$ cat config.mk
export PLATFORM = sky130hd
export DESIGN_NAME = fuse_key_loader
export DESIGN_NICKNAME = d
export VERILOG_FILES = /design/src/rtl/fuse_key_loader.sv
export SDC_FILE = /design/constraint.sdc
export NUM_CORES = 1
export LEC_CHECK = 0
export ABC_AREA = 0
export CAP_MARGIN = 10
export CORE_MARGIN = 3
export CORE_UTILIZATION = 33
export DETAILED_ROUTE_END_ITERATION = 12
export GPL_TIMING_DRIVEN = 0
export PLACE_DENSITY_LB_ADDON = 0.3
export SKIP_CTS_REPAIR_TIMING = 1
export SYNTH_ARGS = -nofsm -noshare
export SYNTH_HDL_FRONTEND = slang
export SYNTH_SLANG_ARGS = --single-unit
$ cat constraint.sdc
create_clock -name clk_i -period 4.97 [get_ports clk_i]
set_input_delay 0.994 -clock clk_i [delete_from_list [all_inputs] [get_ports clk_i]]
set_output_delay 0.994 -clock clk_i [all_outputs]
set_load 0.02 [all_outputs]
$ cat src/rtl/fuse_key_loader.sv
// fuse_key_loader: register-mapped fuse key fetch engine with per-word timeout and sticky lock
module fuse_key_loader #(
   parameter int NUM_KEYS      = 4,
   parameter int KEY_WORDS     = 2,
   parameter int FUSE_MEM_SIZE = 34,
   parameter int TIMEOUT       = 16
) (
   input  logic        clk_i,
   input  logic        rst_i,
   input  logic        reg_write_i,
   input  logic [7:0]  reg_addr_i,
   input  logic [31:0] reg_wdata_i,
   output logic [31:0] reg_rdata_o,
   output logic        reg_ready_o,
   output logic        reg_error_o,
   output logic        fuse_req_o,
   output logic [31:0] fuse_addr_o,
   input  logic [31:0] fuse_rdata_i,
   input  logic        fuse_rvalid_i
);
   localparam int IW = (KEY_WORDS > 1) ? $clog2(KEY_WORDS) : 1;
   localparam int TW = $clog2(TIMEOUT);
   typedef enum logic [1:0] {S_IDLE, S_REQ, S_WAIT, S_DONE} state_t;
   state_t state, state_n;
   logic [31:0] base;
   logic [7:0] key_sel;
   logic [31:0] key [KEY_WORDS];
   logic busy, done, err, lock;
   logic [TW-1:0] tcnt;
   logic [IW-1:0] idx;
   logic [5:0] ridx;
   logic wr_ctrl, wr_base, start_ok, start_bad, last_word, tmo;
   logic [39:0] last_addr;
   logic unused_addr_lsb;
   assign unused_addr_lsb = ^reg_addr_i[1:0];
   assign ridx = reg_addr_i[7:2];
   assign wr_ctrl = reg_write_i && ridx == 6'd0;
   assign wr_base = reg_write_i && ridx == 6'd2;
   assign start_ok = wr_ctrl && reg_wdata_i[0] && !reg_wdata_i[1] && state == S_IDLE && !lock;
   // range check is done in 40 bits so a huge BASE cannot wrap into the valid range
   assign last_addr = {8'b0, base} + 40'(reg_wdata_i[15:8]) * 40'(KEY_WORDS) + 40'(KEY_WORDS - 1);
   assign start_bad = {24'b0, reg_wdata_i[15:8]} >= 32'(NUM_KEYS) || last_addr >= 40'(FUSE_MEM_SIZE);
   assign last_word = idx == IW'(KEY_WORDS - 1);
   assign tmo = tcnt == TW'(TIMEOUT - 1);
   assign fuse_req_o = state == S_REQ;
   assign fuse_addr_o = fuse_req_o ? base + 32'(key_sel) * 32'(KEY_WORDS) + 32'(idx) : 32'd0;
   assign reg_ready_o = 1'b1;
   assign reg_error_o = ridx > 6'(2 + KEY_WORDS);
   always_comb begin
      reg_rdata_o = 32'd0;
      if (ridx == 6'd0) reg_rdata_o = {16'b0, key_sel, 8'b0};
      if (ridx == 6'd1) reg_rdata_o = {28'b0, lock, err, done, busy};
      if (ridx == 6'd2) reg_rdata_o = base;
      for (int i = 0; i < KEY_WORDS; i++)
         if (!lock && ridx == 6'(3 + i)) reg_rdata_o = key[i];
   end
   always_comb begin
      state_n = state;
      unique case (state)
         S_IDLE: state_n = (start_ok && !start_bad) ? S_REQ : S_IDLE;
         S_REQ:  state_n = S_WAIT;
         S_WAIT: state_n = fuse_rvalid_i ? (last_word ? S_DONE : S_REQ) : (tmo ? S_IDLE : S_WAIT);
         S_DONE: state_n = S_IDLE;
      endcase
   end
   always_ff @(posedge clk_i) begin
      if (rst_i) begin
         state <= S_IDLE;
         base <= '0;
         key_sel <= '0;
         busy <= 1'b0;
         done <= 1'b0;
         err <= 1'b0;
         lock <= 1'b0;
         tcnt <= '0;
         idx <= '0;
         for (int i = 0; i < KEY_WORDS; i++) key[i] <= '0;
      end else begin
         state <= state_n;
         if (wr_ctrl && reg_wdata_i[1]) lock <= 1'b1;
         if (wr_base && !busy && !lock) base <= reg_wdata_i;
         if (start_ok) begin
            key_sel <= reg_wdata_i[15:8];
            done <= 1'b0;
            idx <= '0;
            err <= start_bad;
            busy <= !start_bad;
         end
         if (state == S_REQ) tcnt <= '0;
         if (state == S_WAIT) begin
            if (fuse_rvalid_i) begin
               key[idx] <= fuse_rdata_i;
               if (!last_word) idx <= idx + 1'b1;
            end else if (tmo) begin
               err <= 1'b1;
               busy <= 1'b0;
               for (int i = 0; i < KEY_WORDS; i++) key[i] <= '0;
            end else tcnt <= tcnt + 1'b1;
         end
         if (state == S_DONE) begin
            done <= 1'b1;
            busy <= 1'b0;
         end
      end
   end
endmodule

==> impl_metrics.prom, run 1 <==
# TYPE chip_impl_metric gauge
chip_impl_info{name="unrepaired_setup_endpoints_after_global_routing",value="no"} 1
chip_impl_metric{name="weighted_congestion_reported_at_the_end_of_routability_driven_placement",unit=""} 0.918
chip_impl_metric{name="die_height",unit="um"} 153
chip_impl_metric{name="final.setup.worst_slack",unit="ns"} 0.102
chip_impl_metric{name="max-slew-margin-rel",unit="%"} 24.1
chip_impl_info{name="timing.rr.end",value="err$_SDFF_PP0_"} 1
chip_impl_metric{name="grt_pass1_wl",unit="mm"} 35.9
chip_impl_metric{name="worst-endpoint-required",unit="ns"} 3.98
chip_impl_info{name="synth_flop_cell",value="sky130_fd_sc_hd__edfxtp_1"} 1
chip_impl_info{name="tritoncts_clock_tree",value="yes"} 1
chip_impl_metric{name="setup_violations",unit=""} 0
chip_impl_metric{name="design.core.area",unit="um^2"} 21200
chip_impl_metric{name="whs_path_depth",unit=""} 2
chip_impl_metric{name="top_level_i_o_count",unit=""} 143
chip_impl_metric{name="io_buffer_count",unit=""} 138
chip_impl_metric{name="synth.cell_area",unit="um^2"} 7160
chip_impl_info{name="crit_path_top_delay_cell",value="sky130_fd_sc_hd__clkdlybuf4s50_1"} 1
chip_impl_metric{name="grt.total_usage",unit="%"} 19.3
chip_impl_metric{name="hold_ws",unit="ns"} 0.482
chip_impl_metric{name="cellLeakagePower",unit="nW"} 3.60
chip_impl_metric{name="r2r_cells",unit=""} 10
chip_impl_metric{name="route.vias.total",unit=""} 6672
chip_impl_info{name="r2r_start",value="base[0]$_SDFFE_PP0P_"} 1
chip_impl_metric{name="drt_pass1_iterations",unit=""} 6
chip_impl_metric{name="critPathMaxStageDelay",unit="ns"} 0.66
chip_impl_metric{name="drt_drc_violations_left",unit=""} 0
chip_impl_info{name="timing.critical_path.to_type",value="primary output"} 1
chip_impl_metric{name="fp-row-count",unit=""} 53
chip_impl_info{name="worstSetupStartpointType",value="input port"} 1
chip_impl_metric{name="ratio_of_cells_with_drive_above_1_in_the_final_layout",unit="%"} 7.37
chip_impl_info{name="hold_path_startpoint",value="done$_SDFFE_PP0P_"} 1
chip_impl_metric{name="design.die.area",unit="um^2"} 23500
chip_impl_metric{name="insertedDiodeCount",unit=""} 0
chip_impl_metric{name="fin_worst_skew",unit="ns"} 0.00725
chip_impl_metric{name="p_per_area",unit="nW/um^2"} 246
chip_impl_metric{name="clk_pin_slew_worst_paths",unit="ns"} 0.06
chip_impl_info{name="worst_path_most_repeated_cell",value="sky130_fd_sc_hd__clkdlybuf4s50_1"} 1
chip_impl_metric{name="place_inst",unit=""} 1233
chip_impl_metric{name="syn_inst",unit=""} 818
chip_impl_metric{name="synth_enable_flop_cells",unit=""} 64
chip_impl_metric{name="ys_seq_area_share",unit="%"} 41.1
chip_impl_metric{name="timing.final.hold_violations",unit=""} 0
chip_impl_metric{name="average_wire_per_standard_cell",unit="um"} 18.2
chip_impl_metric{name="cts_inserted_buffers",unit=""} 17
chip_impl_info{name="status",value="finished, final reports clean"} 1
chip_impl_metric{name="post-place-ws",unit="ns"} -0.199
chip_impl_metric{name="clk_latency",unit="ns"} 0.42
chip_impl_metric{name="syn2layout_area_growth",unit="%"} 33.1
chip_impl_metric{name="first_global_vias",unit=""} 6446
chip_impl_metric{name="async_reset_ff_share",unit="%"} 0
chip_impl_info{name="library_cell_used_as_clock_root_buffer",value="sky130_fd_sc_hd__clkbuf_16"} 1
chip_impl_metric{name="cts_htree_levels",unit=""} 4
chip_impl_metric{name="synthDistinctLibCells",unit=""} 70
chip_impl_metric{name="grt_antenna_before_repair",unit=""} 0
chip_impl_metric{name="die_w",unit="um"} 153
chip_impl_metric{name="tightest_pin_transition",unit="ns"} 1.13
chip_impl_metric{name="synth_seq_cells",unit=""} 115
chip_impl_metric{name="maxClockFrequency",unit="MHz"} 205
chip_impl_metric{name="critical_path_peak_fanout",unit=""} 10
chip_impl_metric{name="max_buffers_root_to_sink",unit=""} 2
chip_impl_metric{name="drt-vias-per-instance",unit=""} 5.27
chip_impl_info{name="critical_path.cell_chain",value="clkdlybuf4s50_1 > nor4_4 > nand2_1 > nor3b_2 > clkbuf_2 > a222oi_1 > a21oi_1 > clkdlybuf4s50_1"} 1
chip_impl_metric{name="grt_max_degree",unit=""} 22
chip_impl_metric{name="overall_routed_net_length",unit="mm"} 23.1
chip_impl_metric{name="regToRegSetupSlack",unit="ns"} 1.52
chip_impl_metric{name="ant_nets",unit=""} 0
chip_impl_metric{name="initial_utilization",unit="%"} 33.9
chip_impl_metric{name="finalCritPeriodShare",unit="%"} 98.0
chip_impl_metric{name="slew_violations",unit=""} 0
chip_impl_metric{name="worst_ep_arrival_time",unit="ns"} 3.87
chip_impl_metric{name="place.detailed.hpwl",unit="mm"} 18.0
chip_impl_metric{name="cts_num_sinks",unit=""} 115
chip_impl_info{name="hp-class",value="flip-flop to flip-flop"} 1
chip_impl_metric{name="starting_drt_drc_count",unit=""} 602
chip_impl_metric{name="max_cap_violations",unit=""} 0
chip_impl_info{name="hold_crit_endpoint",value="done$_SDFFE_PP0P_"} 1
chip_impl_metric{name="final_nets",unit=""} 1074
chip_impl_metric{name="totalNegativeSetupSlack",unit="ns"} 0
chip_impl_metric{name="p_total",unit="mW"} 2.35
chip_impl_metric{name="syn-mean-instance-area",unit="um^2"} 8.76
chip_impl_metric{name="total_congestion_overflow_after_global_routing",unit=""} 0
chip_impl_metric{name="vdd_drop_max",unit="uV"} 154
chip_impl_metric{name="syn_nets",unit=""} 915
chip_impl_metric{name="count_of_yosys_warnings_during_synthesis",unit=""} 0
chip_impl_info{name="setup.worst_path.class",value="input port to primary output"} 1
chip_impl_metric{name="layout_min_cycle_time",unit="ns"} 4.87
chip_impl_metric{name="instances_no_fill",unit=""} 1265
## registers in the layout, summed over array words and instances (netlist names)
name	cells
state	2
err	1
tcnt	4
key	64
busy	1
key_sel	8
lock	1
done	1
idx	1
base	32
## synth_stat cells (3+ instances only)
| master | number | area (um^2) |
|---|---|---|
| sky130_fd_sc_hd__or3_1 | 7 | 43.8 |
| sky130_fd_sc_hd__a211oi_1 | 5 | 37.5 |
| sky130_fd_sc_hd__buf_4 | 4 | 30.0 |
| sky130_fd_sc_hd__a21o_1 | 7 | 52.6 |
| sky130_fd_sc_hd__nand2_1 | 105 | 394 |
| sky130_fd_sc_hd__ha_1 | 19 | 238 |
| sky130_fd_sc_hd__and3_1 | 13 | 81.3 |
| sky130_fd_sc_hd__o21ai_0 | 9 | 45.0 |
| sky130_fd_sc_hd__o211ai_1 | 5 | 37.5 |
| sky130_fd_sc_hd__inv_1 | 37 | 139 |
| sky130_fd_sc_hd__nor4_1 | 4 | 25.0 |
| sky130_fd_sc_hd__a31oi_1 | 4 | 25.0 |
| sky130_fd_sc_hd__a221oi_1 | 3 | 26.3 |
| sky130_fd_sc_hd__nor2_1 | 72 | 270 |
| sky130_fd_sc_hd__a21oi_1 | 73 | 365 |
| sky130_fd_sc_hd__nor3b_1 | 4 | 30.0 |
| sky130_fd_sc_hd__clkbuf_1 | 40 | 150 |
| sky130_fd_sc_hd__o21ai_1 | 8 | 40.0 |
| sky130_fd_sc_hd__xor2_1 | 16 | 140 |
| sky130_fd_sc_hd__or2_2 | 3 | 18.8 |
| sky130_fd_sc_hd__and4_1 | 3 | 26.3 |
| sky130_fd_sc_hd__a311oi_1 | 3 | 26.3 |
| sky130_fd_sc_hd__dfxtp_1 | 51 | 1020 |
| sky130_fd_sc_hd__edfxtp_1 | 64 | 1920 |
| sky130_fd_sc_hd__o21bai_1 | 3 | 22.5 |
| sky130_fd_sc_hd__nand4_1 | 13 | 81.3 |
| sky130_fd_sc_hd__nor3_1 | 22 | 110 |
| sky130_fd_sc_hd__xnor2_1 | 21 | 184 |
| sky130_fd_sc_hd__mux2i_1 | 14 | 140 |
| sky130_fd_sc_hd__nor2b_1 | 5 | 31.3 |
| sky130_fd_sc_hd__a2111oi_0 | 3 | 26.3 |
| sky130_fd_sc_hd__buf_2 | 14 | 70.1 |
| sky130_fd_sc_hd__nand3_1 | 17 | 85.1 |
| sky130_fd_sc_hd__buf_1 | 3 | 11.3 |
| sky130_fd_sc_hd__o21a_1 | 3 | 22.5 |
| sky130_fd_sc_hd__nand3b_1 | 4 | 30.0 |
| sky130_fd_sc_hd__a222oi_1 | 28 | 280 |
| sky130_fd_sc_hd__and2_1 | 70 | 438 |
## where the power goes
part / switching [mW] / internal [mW]
sequential: 0.00647 / 1.02
clock: 0.439 / 0.731
combinational: 0.0738 / 0.0783
## cell usage in the layout, fill, tap and decap left out, types with 5 or more instances in the layout
cell type	n
sky130_fd_sc_hd__a211oi_1	5
sky130_fd_sc_hd__a21o_1	7
sky130_fd_sc_hd__a21oi_1	73
sky130_fd_sc_hd__a222oi_1	28
sky130_fd_sc_hd__and2_1	70
sky130_fd_sc_hd__and3_1	13
sky130_fd_sc_hd__buf_2	14
sky130_fd_sc_hd__clkbuf_1	37
sky130_fd_sc_hd__clkbuf_16	17
sky130_fd_sc_hd__clkdlybuf4s50_1	138
sky130_fd_sc_hd__dfxtp_1	51
sky130_fd_sc_hd__edfxtp_1	64
sky130_fd_sc_hd__ha_1	19
sky130_fd_sc_hd__inv_1	37
sky130_fd_sc_hd__mux2i_1	14
sky130_fd_sc_hd__nand2_1	105
sky130_fd_sc_hd__nand3_1	17
sky130_fd_sc_hd__nand4_1	13
sky130_fd_sc_hd__nor2_1	72
sky130_fd_sc_hd__nor2b_1	5
sky130_fd_sc_hd__nor3_1	22
sky130_fd_sc_hd__o211ai_1	5
sky130_fd_sc_hd__o21ai_0	8
sky130_fd_sc_hd__o21ai_1	8
sky130_fd_sc_hd__or3_1	7
sky130_fd_sc_hd__xnor2_1	21
sky130_fd_sc_hd__xor2_1	16
## worst max-delay path by stage
| stage | from | end | slack (ns) | depth (start not counted) |
|---|---|---|---|---|
| 4_1_cts | reg_addr_i[5] | reg_rdata_o[11] | -0.22 | 8 |
| 2_1_floorplan | fuse_rvalid_i | key[0][0]$_SDFFCE_PN0P_ | 1.12 | 2 |
| 5_1_grt | reg_addr_i[5] | reg_rdata_o[2] | 0.02 | 8 |
| 6_report | reg_addr_i[5] | reg_rdata_o[15] | 0.10 | 8 |
| 3_3_place_gp | fuse_rvalid_i | key[0][24]$_SDFFCE_PN0P_ | -0.77 | 3 |
| 3_5_place_dp | reg_addr_i[5] | reg_rdata_o[11] | -0.20 | 8 |
## per-stage QoR
stage                     util (%)  area (um^2)
after floorplan                  -         7160
after global placement        42.0         8890
after detailed placement      42.3         8950
after CTS                     45.0         9520
after global routing          45.1         9530
final                         45.1         9530
## worst max-delay path, delay by kind of cell
family	cells	cell delay, ns
AO/OA/AOI/OAI	2	0.44
AND/OR/NAND/NOR	3	1.00
buffers and inverters	3	1.45
## kinds of logic (layout without fill, tap and decap cells)
kind of cell	count (synthesis)	count (layout)	synth area share [%]
flops	115	115	41.1
mux	14	14	1.96
xor+xnor	37	37	4.52
buf+inv	99	271	5.80
other cells	1	1	0.0524
simple gates	357	357	26.0
fa+ha+maj	21	21	3.88
compound gates	174	174	16.7
## per-layer routing
metal	global-route usage, %	vias up	share of wire [%]
met5	0	-	0
met1	26.5	3119	45
li1	-	3257	-
met3	3.17	24	6.5
met4	4.50	0	1.3
met2	32.1	272	47
## cell type report
| cell class | count | area (um^2) |
|---|---|---|
| clock inverters | 14 | 139 |
| fillers | 2085 | 11600 |
| plain buffers | 62 | 282 |
| repair buffers | 140 | 1440 |
| well taps | 275 | 344 |
| inverters | 37 | 139 |
| flip-flops and latches | 115 | 2940 |
| multi-input cells | 604 | 3820 |
| clock buffers | 18 | 429 |
Power figures use the tool's default switching activity.
==> inputs of run 2 (changes only) <==
CTS_BUF_LIST = sky130_fd_sc_hd__clkbuf_4 sky130_fd_sc_hd__clkbuf_8   (was not set)
SKIP_CTS_REPAIR_TIMING = not set   (was 1)
==> impl_metrics.prom, run 2 (synthesized netlist as in run 1, its figures left out) <==
# TYPE chip_impl_metric gauge
chip_impl_metric{name="final_nets",unit=""} 1074
chip_impl_info{name="critical_path.cell_chain",value="clkdlybuf4s50_1 > nor4_4 > nand2_1 > nor3b_2 > clkbuf_1 > a222oi_1 > inv_1 > clkdlybuf4s50_1"} 1
chip_impl_metric{name="max_cap_violations",unit=""} 0
chip_impl_metric{name="cts_inserted_buffers",unit=""} 17
chip_impl_metric{name="cts-hold-fix-buffers",unit=""} 0
chip_impl_metric{name="route.vias.total",unit=""} 6663
chip_impl_info{name="critPathTopFamily",value="buffers and inverters"} 1
chip_impl_metric{name="fin_worst_skew",unit="ns"} 0.0135
chip_impl_metric{name="first_global_vias",unit=""} 6421
chip_impl_metric{name="syn2layout_area_growth",unit="%"} 30.5
chip_impl_metric{name="vdd_drop_max",unit="uV"} 114
chip_impl_info{name="tritoncts_clock_tree",value="yes"} 1
chip_impl_metric{name="critical_path_peak_fanout",unit=""} 10
chip_impl_metric{name="worst-endpoint-required",unit="ns"} 3.98
chip_impl_metric{name="insertedDiodeCount",unit=""} 0
chip_impl_metric{name="dpl-instance-area",unit="um^2"} 8950
chip_impl_info{name="setup.worst_path.class",value="input port to primary output"} 1
chip_impl_metric{name="setup_violations",unit=""} 0
chip_impl_metric{name="post-cts-setup-buffers",unit=""} 0
chip_impl_metric{name="initial_utilization",unit="%"} 33.9
chip_impl_metric{name="grt_max_degree",unit=""} 22
chip_impl_info{name="status",value="finished, final reports clean"} 1
chip_impl_info{name="unrepaired_setup_endpoints_after_global_routing",value="no"} 1
chip_impl_metric{name="design.core.area",unit="um^2"} 21200
chip_impl_metric{name="worst_ep_arrival_time",unit="ns"} 3.79
chip_impl_metric{name="drt_pass1_iterations",unit=""} 7
chip_impl_info{name="crit_path_top_delay_cell",value="sky130_fd_sc_hd__clkdlybuf4s50_1"} 1
chip_impl_metric{name="io_buffer_count",unit=""} 138
chip_impl_metric{name="post-route-cell-area",unit="um^2"} 9340
chip_impl_metric{name="r2r_cells",unit=""} 10
chip_impl_info{name="timing.critical_path.to_type",value="primary output"} 1
chip_impl_info{name="most_flops_register",value="key"} 1
chip_impl_metric{name="worstPathBufferInverterCount",unit=""} 4
chip_impl_metric{name="fp-row-count",unit=""} 53
chip_impl_metric{name="total_congestion_overflow_after_global_routing",unit=""} 0
chip_impl_info{name="hp-class",value="flip-flop to flip-flop"} 1
chip_impl_metric{name="drt-vias-per-instance",unit=""} 5.27
chip_impl_metric{name="tightest_pin_transition",unit="ns"} 1.09
chip_impl_metric{name="p_per_area",unit="nW/um^2"} 215
chip_impl_metric{name="cellLeakagePower",unit="nW"} 3.52
chip_impl_metric{name="whs_path_depth",unit=""} 2
chip_impl_metric{name="die_w",unit="um"} 153
chip_impl_metric{name="cts_htree_levels",unit=""} 4
chip_impl_metric{name="post-route-util",unit="%"} 44.2
chip_impl_metric{name="cts_repair_resize_count",unit=""} 1
chip_impl_metric{name="average_wire_per_standard_cell",unit="um"} 18.2
chip_impl_metric{name="clk_pin_slew_worst_paths",unit="ns"} 0.08
chip_impl_metric{name="starting_drt_drc_count",unit=""} 595
chip_impl_info{name="timing.rr.end",value="err$_SDFF_PP0_"} 1
chip_impl_metric{name="die_height",unit="um"} 153
chip_impl_info{name="layout_common_cells",value="138 x sky130_fd_sc_hd__clkdlybuf4s50_1, 105 x sky130_fd_sc_hd__nand2_1, 73 x sky130_fd_sc_hd__a21oi_1"} 1
chip_impl_metric{name="weighted_congestion_reported_at_the_end_of_routability_driven_placement",unit=""} 0.918
chip_impl_metric{name="max_buffers_root_to_sink",unit=""} 2
chip_impl_info{name="hold_crit_endpoint",value="done$_SDFFE_PP0P_"} 1
chip_impl_metric{name="slew_violations",unit=""} 0
chip_impl_metric{name="regToRegSetupSlack",unit="ns"} 1.50
chip_impl_metric{name="largest_reg_flops",unit=""} 64
chip_impl_metric{name="layout.filler_cells",unit=""} 2101
chip_impl_metric{name="cts_num_sinks",unit=""} 115
chip_impl_metric{name="critPathMaxStageDelay",unit="ns"} 0.61
chip_impl_info{name="library_cell_used_as_clock_root_buffer",value="sky130_fd_sc_hd__clkbuf_8"} 1
chip_impl_metric{name="ant_nets",unit=""} 0
chip_impl_info{name="worstSetupStartpointType",value="input port"} 1
chip_impl_metric{name="place.detailed.hpwl",unit="mm"} 18.0
chip_impl_metric{name="design.die.area",unit="um^2"} 23500
chip_impl_metric{name="ratio_of_cells_with_drive_above_1_in_the_final_layout",unit="%"} 7.47
chip_impl_info{name="worst_path_most_repeated_cell",value="sky130_fd_sc_hd__clkdlybuf4s50_1"} 1
chip_impl_metric{name="max-slew-margin-rel",unit="%"} 26.7
chip_impl_metric{name="layout_min_cycle_time",unit="ns"} 4.79
chip_impl_metric{name="drt_drc_violations_left",unit=""} 0
chip_impl_info{name="r2r_start",value="base[0]$_SDFFE_PP0P_"} 1
chip_impl_info{name="final_common_cell",value="sky130_fd_sc_hd__clkdlybuf4s50_1"} 1
chip_impl_info{name="top_regs",value="key (64), base (32), key_sel (8)"} 1
chip_impl_metric{name="maxClockFrequency",unit="MHz"} 209
chip_impl_metric{name="place_inst",unit=""} 1233
chip_impl_metric{name="finalCritPeriodShare",unit="%"} 96.3
chip_impl_metric{name="top_level_i_o_count",unit=""} 143
chip_impl_info{name="hold_path_startpoint",value="done$_SDFFE_PP0P_"} 1
chip_impl_metric{name="clk_latency",unit="ns"} 0.43
chip_impl_metric{name="grt.total_usage",unit="%"} 19.2
chip_impl_metric{name="grt_antenna_before_repair",unit=""} 0
chip_impl_metric{name="overall_routed_net_length",unit="mm"} 23.0
chip_impl_metric{name="grt_pass1_wl",unit="mm"} 35.6
chip_impl_metric{name="timing.final.hold_violations",unit=""} 0
chip_impl_metric{name="instances_no_fill",unit=""} 1265
-- run 2: changes by cell type in the layout (fill, tap and decap cells not counted) --
cell	before	now
sky130_fd_sc_hd__clkbuf_16	17	0
sky130_fd_sc_hd__clkbuf_8	0	17
sky130_fd_sc_hd__clkbuf_1	37	36
sky130_fd_sc_hd__clkbuf_4	0	1
-- run 2: power breakdown --
part	leakage, nW	internal (mW)	switching [mW]
registers	1.07	1.02	0.00642
logic	2.26	0.0783	0.0739
clock network	0.183	0.446	0.386
-- run 2: metal layers --
layer  part of all wire, %  global-route usage, %  up-vias
li1                      -                      -     3247
met1                    44                   26.4     3113
met2                    47                   31.7      278
met3                   7.2                   3.17       25
met4                   1.4                   4.67        0
met5                     0                      0        -
-- run 2: how the worst max path moves through the flow --
stage | cells past startpoint | end | start | slack, ns
floorplan | 2 | key[0][0]$_SDFFCE_PN0P_ | fuse_rvalid_i | 1.12
global placement | 3 | key[0][24]$_SDFFCE_PN0P_ | fuse_rvalid_i | -0.77
detailed placement | 8 | reg_rdata_o[11] | reg_addr_i[5] | -0.20
CTS | 8 | reg_rdata_o[11] | reg_addr_i[5] | 0.03
global route | 8 | reg_rdata_o[13] | reg_addr_i[5] | 0.03
finish | 8 | reg_rdata_o[16] | reg_addr_i[5] | 0.18
-- run 2: area by class of cell --
cell class	instances	area (um^2)	area share, %
Sequential cell	115	2940	31.5
Buffer	62	282	3.01
Clock inverter	14	139	1.49
Clock buffer	18	241	2.58
Tap cell	275	344	3.68
Inverter	37	139	1.49
Timing Repair Buffer	140	1440	15.4
Multi-Input combinational cell	604	3820	40.9
-- run 2: worst min-delay path, delay by kind of cell (launching register included) --
| family | cells | cell delay, ns |
|---|---|---|
| compound gates | 1 | 0.05 |
| flops | 1 | 0.33 |
| simple gates | 1 | 0.06 |
-- run 2: per-stage QoR --
step	power [mW]	TNS, ns	hold slack [ns]	worst slack (ns)
floorplan	1.10	0	0.436	1.12
global placement	1.19	-26.08	0.463	-0.768
detailed placement	1.20	-1.51	0.467	-0.199
CTS	2.02	0	0.478	0.0334
global route	2.08	0	0.492	0.0278
finish	2.01	0	0.480	0.182
